**src/rtl/dcache_pkg.sv**
```systemverilog
// Shared types and address-split helpers for the direct-mapped data cache.
// Helpers take field widths as arguments so any cache geometry can use them.
package dcache_pkg;

  typedef enum logic [1:0] {
    DC_IDLE      = 2'd0,
    DC_WRITEBACK = 2'd1,
    DC_REFILL    = 2'd2
  } dcache_state_e;

  function automatic logic [31:0] get_offset(input logic [31:0] addr, input int offs_w);
    return addr & ((32'd1 << offs_w) - 32'd1);
  endfunction

  function automatic logic [31:0] get_index(input logic [31:0] addr, input int index_w,
                                            input int offs_w);
    return (addr >> offs_w) & ((32'd1 << index_w) - 32'd1);
  endfunction

  function automatic logic [31:0] get_tag(input logic [31:0] addr, input int index_w,
                                          input int offs_w);
    return addr >> (index_w + offs_w);
  endfunction

endpackage

```
**src/rtl/dcache_array.sv**
```systemverilog
// Tag/valid/dirty/data storage: asynchronous read by index, synchronous writes.
// Only valid/dirty are reset; tag and data are don't-care until a line is filled.
module dcache_array #(
  parameter int NUM_LINES  = 16,
  parameter int LINE_WORDS = 4,
  parameter int TAG_W      = 24,
  localparam int INDEX_W   = $clog2(NUM_LINES),
  localparam int OFFS_W    = $clog2(LINE_WORDS),
  localparam int LINE_W    = 32 * LINE_WORDS
) (
  input  logic               clock,
  input  logic               reset,
  input  logic [INDEX_W-1:0] index,
  input  logic [OFFS_W-1:0]  offset,
  output logic               rd_valid,
  output logic               rd_dirty,
  output logic [TAG_W-1:0]   rd_tag,
  output logic [LINE_W-1:0]  rd_line,
  input  logic               fill_en,
  input  logic [TAG_W-1:0]   fill_tag,
  input  logic [LINE_W-1:0]  fill_line,
  input  logic               word_en,
  input  logic [31:0]        word_data,
  input  logic               clean_en
);

  logic [LINE_W-1:0]    data_q [NUM_LINES];
  logic [TAG_W-1:0]     tag_q  [NUM_LINES];
  logic [NUM_LINES-1:0] valid_q;
  logic [NUM_LINES-1:0] dirty_q;

  assign rd_valid = valid_q[index];
  assign rd_dirty = dirty_q[index];
  assign rd_tag   = tag_q[index];
  assign rd_line  = data_q[index];

  always_ff @(posedge clock or negedge reset) begin
    if (!reset) begin
      valid_q <= '0;
      dirty_q <= '0;
    end else if (fill_en) begin
      valid_q[index] <= 1'b1;
      dirty_q[index] <= 1'b0;
    end else if (word_en) begin
      dirty_q[index] <= 1'b1;
    end else if (clean_en) begin
      dirty_q[index] <= 1'b0;
    end
  end

  always_ff @(posedge clock) begin
    if (fill_en) begin
      data_q[index] <= fill_line;
      tag_q[index]  <= fill_tag;
    end else if (word_en) begin
      data_q[index][int'(offset)*32 +: 32] <= word_data;
    end
  end

endmodule

```
**src/rtl/dcache.sv**
```systemverilog
// Direct-mapped write-back, write-allocate data cache with writeback/refill FSM.
// Define DCACHE_STATS_EN to add the hit_count/miss_count statistics ports.
module dcache
  import dcache_pkg::*;
#(
  parameter int NUM_LINES  = 16,
  parameter int LINE_WORDS = 4,
  parameter int ADDR_W     = 30,
  localparam int INDEX_W   = $clog2(NUM_LINES),
  localparam int OFFS_W    = $clog2(LINE_WORDS),
  localparam int TAG_W     = ADDR_W - INDEX_W - OFFS_W,
  localparam int LINE_W    = 32 * LINE_WORDS
) (
  input  logic              clock,
  input  logic              reset,
  input  logic              req_rd,
  input  logic              req_wr,
  input  logic [ADDR_W-1:0] addr_in,
  input  logic [31:0]       wdata_in,
  output logic [31:0]       data_out,
  output logic              data_out_valid,
  output logic              mem_req,
  output logic              mem_we,
  output logic [ADDR_W-1:0] mem_addr,
  output logic [LINE_W-1:0] mem_wdata,
  input  logic [LINE_W-1:0] mem_rdata,
  input  logic              mem_valid,
`ifdef DCACHE_STATS_EN
  output logic [31:0]       hit_count,
  output logic [31:0]       miss_count,
`endif
  output dcache_state_e     dbg_state
);

  logic [TAG_W-1:0]   tag;
  logic [INDEX_W-1:0] idx;
  logic [OFFS_W-1:0]  offs;

  assign tag  = TAG_W'(get_tag(32'(addr_in), INDEX_W, OFFS_W));
  assign idx  = INDEX_W'(get_index(32'(addr_in), INDEX_W, OFFS_W));
  assign offs = OFFS_W'(get_offset(32'(addr_in), OFFS_W));

  dcache_state_e     state, state_next;
  logic              rd_valid, rd_dirty;
  logic [TAG_W-1:0]  rd_tag;
  logic [LINE_W-1:0] rd_line;
  logic              fill_en, word_en, clean_en;
  logic              hit, req;

  dcache_array #(
    .NUM_LINES (NUM_LINES),
    .LINE_WORDS(LINE_WORDS),
    .TAG_W     (TAG_W)
  ) u_array (
    .clock    (clock),
    .reset    (reset),
    .index    (idx),
    .offset   (offs),
    .rd_valid (rd_valid),
    .rd_dirty (rd_dirty),
    .rd_tag   (rd_tag),
    .rd_line  (rd_line),
    .fill_en  (fill_en),
    .fill_tag (tag),
    .fill_line(mem_rdata),
    .word_en  (word_en),
    .word_data(wdata_in),
    .clean_en (clean_en)
  );

  assign req       = req_rd | req_wr;
  assign hit       = (state == DC_IDLE) && rd_valid && (rd_tag == tag);
  assign dbg_state = state;

  always_ff @(posedge clock or negedge reset) begin
    if (!reset) state <= DC_IDLE;
    else        state <= state_next;
  end

  // mem_req/mem_valid handshake: mem_req stays high for the whole transfer and
  // drops at the edge after the one-cycle mem_valid pulse that completes it.
  always_comb begin
    state_next     = state;
    data_out       = '0;
    data_out_valid = 1'b1;
    mem_req        = 1'b0;
    mem_we         = 1'b0;
    mem_addr       = '0;
    mem_wdata      = '0;
    fill_en        = 1'b0;
    word_en        = 1'b0;
    clean_en       = 1'b0;
    case (state)
      DC_IDLE: begin
        if (req) begin
          if (hit) begin
            if (req_wr) word_en  = 1'b1;
            else        data_out = rd_line[int'(offs)*32 +: 32];
          end else begin
            data_out_valid = 1'b0;
            state_next     = (rd_valid && rd_dirty) ? DC_WRITEBACK : DC_REFILL;
          end
        end
      end
      DC_WRITEBACK: begin
        data_out_valid = 1'b0;
        mem_req        = 1'b1;
        mem_we         = 1'b1;
        mem_addr       = {rd_tag, idx, {OFFS_W{1'b0}}};
        mem_wdata      = rd_line;
        if (mem_valid) begin
          clean_en   = 1'b1;
          state_next = DC_REFILL;
        end
      end
      DC_REFILL: begin
        data_out_valid = 1'b0;
        mem_req        = 1'b1;
        mem_addr       = {tag, idx, {OFFS_W{1'b0}}};
        if (mem_valid) begin
          fill_en    = 1'b1;
          state_next = DC_IDLE;
        end
      end
      default: state_next = DC_IDLE;
    endcase
  end

`ifdef DCACHE_STATS_EN
  always_ff @(posedge clock or negedge reset) begin
    if (!reset) begin
      hit_count  <= '0;
      miss_count <= '0;
    end else if (state == DC_IDLE && req) begin
      if (hit) hit_count  <= hit_count + 32'd1;
      else     miss_count <= miss_count + 32'd1;
    end
  end
`endif

endmodule
```
**config.mk**
```make
export PLATFORM = sky130hd
export DESIGN_NAME = dcache
export DESIGN_NICKNAME = d
export VERILOG_FILES = /design/src/rtl/dcache_pkg.sv /design/src/rtl/dcache_array.sv /design/src/rtl/dcache.sv
export SDC_FILE = /design/constraint.sdc
export NUM_CORES = 2
export LEC_CHECK = 0
export CAP_MARGIN = 20
export CORE_ASPECT_RATIO = 2
export CORE_MARGIN = 3
export CORE_UTILIZATION = 53
export DETAILED_ROUTE_END_ITERATION = 8
export HOLD_SLACK_MARGIN = 0.12
export PLACE_DENSITY_LB_ADDON = 0.2
export SYNTH_ARGS = -nofsm -noshare
export SYNTH_HDL_FRONTEND = slang
export SYNTH_SLANG_ARGS = --single-unit
export TNS_END_PERCENT = 5
```
**constraint.sdc**
```tcl
create_clock -name clock -period 11.55 [get_ports clock]
set_input_delay 1.7325 -clock clock [delete_from_list [all_inputs] [get_ports clock]]
set_output_delay 1.7325 -clock clock [all_outputs]
set_load 0.02 [all_outputs]
```
Word-level counts from Yosys, hierarchy flattened:

Memories as Yosys holds them, arrays and structs flattened.
Cells that the tools add are included.

* output and inout port bits: 195
* memories kept: 2
* register bits after elaboration: 34
* RAM bits: 2432
* logic and storage cells: 325
* input port bits: 195

Memory list
* u_array.data_q: words 16, width 128, read ports 1, clocked after Yosys merged registers in 0, write ports 1, line dcache_array.sv:27 `logic [LINE_W-1:0] data_q [NUM_LINES];`
* u_array.tag_q: words 16, width 24, read ports 1, clocked after Yosys merged registers in 0, write ports 1, line dcache_array.sv:28 `logic [TAG_W-1:0] tag_q [NUM_LINES];`

* reduce and logical (&&, ||, !) cells: 8
* mux-type cells: 166
* equal/unequal tests: 7
* shifts and indexed selects: 3
* magnitude comparators: 2
* bitwise gates (word level): 133
* $add $sub $neg: 1

Operators by type and width (count)
* $mux 128: 2
* $mux 1: 146
* $or 1x1->1: 129
* $mux 32: 4
* $shift 32x33->128 const A: 1
* $shiftx 128x8->32: 1
* $shiftx 32x33->128: 1
* $pmux 30 s2: 1
* $mux 16: 3
* $neg 7->33: 1
* $or 16x16->16: 2
* $eq 24x24->1: 1
* $and 16x16->16: 1
* $not 16->16: 1
* $mux 2: 5
* $bmux 1 s4: 2
* $ne 2x2->1 const B: 4
* $pmux 2 s3: 1
* $lt 4x5->1 const B: 1
* $demux 1 s4: 1
* $ge 4x1->1 const B: 1
* $logic_and 1x1->1: 4
* $reduce_and 4->1: 1
* $reduce_bool 3->1: 1
* 5 further kinds: 5

Depth between registers and ports, before layout:

* depth in word-level cells: 11
* depth in mapped cells: 16
* depth with buffers taken out: 10

Cells and area by module:

A second synthesis with hierarchy kept.

* cell total of the unflattened synthesis: 4435
* area, all modules: 96661.5 sq um

By module, submodules not included
* dcache_array: cells each 4097, sequential area each 73830.8 sq um, area an instance 93960.1 sq um, times used 1
* dcache: cells each 338, sequential area each 50.0 sq um, area an instance 2701.3 sq um, times used 1

Worst setup path after synthesis:

No wires, ideal clock.

* kind: input to output
* start: input port addr_in[3]
* end: output port data_out[0]
* arrival time: 4.855 ns
* path slack: 4.962 ns
* data required time: 9.818 ns
* buffers on the path: 7
* stages on the path: 11
* path through: buf_2 > buf_2 > buf_2 > buf_2 > buf_2 > clkbuf_1 > buf_1 > mux4_2 > mux4_2 > mux4_2 > nor2b_1

* cells in the longest elaborated chain, start to end: 7
* elaborated cells between the ends (all ways): 12
* those cells by class: eq/ne: 1; shift: 1; mux: 6; reduce/logical: 2; memory: 2

Ends and longest elaborated chain
* start, declared: line dcache.sv:18 `input logic [ADDR_W-1:0] addr_in,`
* branches (longest 4 deep; another with $mem_v2 16x128)
* $mux 32 (*): line dcache.sv:96 `if (hit) begin`
* $mux 32 (*): line dcache.sv:95 `if (req) begin`
* $mux 32 (*): line dcache.sv:93 `case (state)`
* end, declared: line dcache.sv:20 `output logic [31:0] data_out,`

Mark *: on every way between the ends. The select of a mux whose other input is x is not followed.

Final worst setup path:

* start: input port addr_in[4]
* end: output port data_out[10]

The elaborated chain is that of the path after synthesis.

==> metrics.md <==
| Metric | Value |
|---|---|
| Crit Path Category | `in2out` |
| Power Density | `167 mW/mm²` |
| Pin count of the biggest net entering global routing | `147` |
| Combinational Power Share | `9.0%` |
| Die Width | `311 µm` |
| Worst r2r src | `u_array.tag_q[1][16]` |
| Placement Cell Area | `0.106 mm²` |
| Synthesized instance count | `4593` |
| Final Max Slew Viols | `0` |
| Port buffer count | `387` |
| Switching share of power | `22.7%` |
| Status | `completed` |
| Final setup viols | `0` |
| Worst relative slew slack | `22.6%` |
| Vias | `51584` |
| RD Place Congestion | `0.990` |
| Root Buffer | `clkbuf_16` |
| Max Clk Rate | `108 MHz` |
| Worst Hold Class | `reg2reg` |
| Vias in the first global route | `51251` |
| Clock power frac | `37.6%` |
| Fin crit period | `9.25 ns` |
| Worst-path fanout max | `67` |
| Reg clk slew, reported paths | `0.07 ns` |
| Area of the core | `0.184 mm²` |
| CTS H-tree depth | `4` |
| Post-Syn Area | `0.0984 mm²` |
| VDD IR-drop max | `0.127 mV` |
| DPL Wire Length | `186000 µm` |
| Vias/cell | `6.63` |
| Synth Flop Type | `edfxtp_1` |
| Yosys warnings | `0` |
| Critical path arrival | `7.52 ns` |
| Post-route cell area | `0.113 mm²` |
| Yosys reg bits | `2466` |
| Worst-Skew Late Latency | `0.85 ns` |
| Initial Util | `53.3%` |
| Total Routing Usage GR | `31.2%` |
| Sequential share of power | `53.3%` |
| First-pass GRT wire length | `412000 µm` |
| Final setup TNS | `0 ns` |
| Number of distinct library cells after synthesis | `64` |
| # resized after CTS | `0` |
| MaxCap Viol Count | `0` |
| Req. time, crit path | `9.82 ns` |
| Io pins | `390` |
| DR DRC count | `0` |
| Commonest non-fill, non-tap cell in the layout | `edfxtp_1` |
| Fin nets | `5327` |
| Critical Path Start | `addr_in[4]` |
| Die area | `0.191 mm²` |
| Tcrit/Tclk final | `80.1%` |
| Setup bufs post-CTS | `0` |
| DRT Pass-1 Iters | `6` |
| Crit end category | `output pin` |
| Switching power total | `4.29 mW` |
| First DRT Iteration DRCs | `7451` |
| Worst hold slack | `0.472 ns` |
| Row Count | `223` |
| Buffer depth of the longest clock path | `4` |
| Final ANT Viol Nets | `0` |
| Clock Skews | `0.0542 ns` |
| RSZ-0062 raised after global routing | `false` |
| Crit start category | `input pin` |
| Post-DR wirelength/cell | `38.2 µm` |
| Fill cells | `12772` |
| Die Height | `615 µm` |
| Sequential area share after synthesis | `75.1%` |
| Grt ovf | `0` |
| Leak | `35.6 nW` |
| WL final | `297000 µm` |
| Ys async rst share | `1.38%` |
| Syn Area/Cell | `21.4 µm²` |
| Num CTS Buffers | `209` |
| Commonest cells after routing, fill and taps aside | `edfxtp_1, mux4_2, clkdlybuf4s50_1` |
| Share of layout cells above drive strength 1 | `26.1%` |
| Pwr Total | `18.9 mW` |
| Area growth, synth to finish | `14.9%` |
| Post-synth EDFFs | `2432` |
| CTS tree | `built` |
| Internal power | `14.6 mW` |
| Hold buffers post-CTS | `0` |
| Worst Tran Pin Value | `1.16 ns` |
| Final hold vios | `0` |
| Antenna violations before repair | `36` |
| TritonCTS sink count | `2466` |
| Hold wc startpoint | `u_array.valid_q[15]` |
-- per-stage QoR --
step / setup WS [ns] / util (%) / std cells
finish: 2.30 / 61.3 / 7778
global route: 2.34 / 61.3 / 7760
CTS: 2.47 / 61.2 / 7747
detailed placement: 2.51 / 57.6 / 7378
global placement: 2.47 / 57.5 / 7370
floorplan: 4.96 / - / 4594
-- power by group through the flow --
| stage | logic, mW | registers (mW) | clock network, mW |
|---|---|---|---|
| floorplan | 0.886 | 10.2 | 0 |
| global placement | 1.67 | 10.2 | 0 |
| detailed placement | 1.69 | 10.3 | 0 |
| CTS | 1.70 | 10.1 | 7.19 |
| global route | 1.76 | 10.1 | 7.50 |
| finish | 1.71 | 10.1 | 7.11 |
-- synthesized netlist by cell type (3+ instances only) --
master / number / area [µm²]
nor2_1: 106 / 398
buf_1: 15 / 56.3
xnor2_1: 19 / 166
ha_1: 8 / 100
nand2b_1: 5 / 31.3
nor3_1: 11 / 55.1
edfxtp_1: 2432 / 73000
inv_1: 11 / 41.3
buf_4: 33 / 248
a21oi_1: 7 / 35.0
or2_2: 16 / 100
a22oi_1: 25 / 188
a22o_1: 13 / 114
xor2_1: 9 / 78.8
nand3_1: 14 / 70.1
nand3b_1: 3 / 22.5
o22ai_1: 3 / 18.8
nor3b_1: 5 / 37.5
and2_1: 144 / 901
buf_6: 25 / 282
a221oi_1: 3 / 26.3
buf_2: 48 / 240
mux2_2: 6 / 67.6
a21boi_0: 11 / 82.6
mux2i_1: 66 / 661
and3_1: 9 / 56.3
nor4_1: 5 / 31.3
nand2_1: 327 / 1230
dfrtp_1: 34 / 851
o21ai_0: 106 / 531
mux4_2: 755 / 17000
nand4_1: 5 / 31.3
nor2b_1: 49 / 307
clkbuf_1: 150 / 563
o21ai_1: 70 / 350
or3_1: 4 / 25.0
o211ai_1: 5 / 37.5
-- area by class of cell --
cell class | count | area (µm²) | share of cell area (%)
Timing Repair Buffer | 590 | 5550 | 4.91
Antenna cell | 21 | 52.6 | 0.0465
Sequential cell | 2466 | 73900 | 65.3
Multi-Input combinational cell | 1842 | 23700 | 21.0
Tap cell | 2475 | 3100 | 2.74
Clock buffer | 237 | 5420 | 4.79
Inverter | 15 | 63.8 | 0.0564
Clock inverter | 132 | 1330 | 1.18
-- metal layers --
metal	GRT usage, %	share of wire, %	up-vias
met5	0	0.089	-
met4	17.1	6.7	42
met3	7.59	11	662
met2	49.3	48	3505
met1	40.2	34	27307
li1	-	-	20068
-- worst max-delay path, stage by stage --
cell and delay (ns):
clkdlybuf4s50_1 0.97, inv_8 0.89, mux2i_1 0.53, xnor2_1 0.17, o32ai_1 0.39, and2_1 0.21, nor4bb_1 0.68, and4_1 0.37
nand3b_1 0.09, buf_4 0.31, nor2b_1 0.35, clkdlybuf4s50_1 0.67
-- logic make-up (layout without fill, tap and decap cells) --
kind of cell	Yosys count	in the layout	synth area share [%]
AO/OA/AOI/OAI	264	264	1.61
XOR/XNOR	28	28	0.249
adder cells (fa/ha/maj)	8	8	0.102
buffers and inverters	286	974	1.47
flip-flops	2466	2466	75.1
multiplexers	827	827	18.0
other	1	23	0.00381
AND/OR/NAND/NOR	713	713	3.45
-- flip-flops by register name, indices dropped and copies added (netlist names), named ones only --
signal and cells:
u_array.tag_q 384, u_array.valid_q 16, dbg_state 2, u_array.data_q 2048
-- worst paths after layout --
path / cells after the start / slack (ns) / end
max reg2reg: 11 / 6.31 / u_array.data_q[9][106]
min in group asynchronous: 1 / 1.00 / dbg_state[1]
max in group asynchronous: 1 / 9.94 / asynchronous set/reset pin
min reg2reg: 1 / 0.47 / u_array.valid_q[15]
max: 12 / 2.30 / data_out[10]
min: 1 / 0.47 / u_array.valid_q[15]
(Power assumes the default switching activity.)
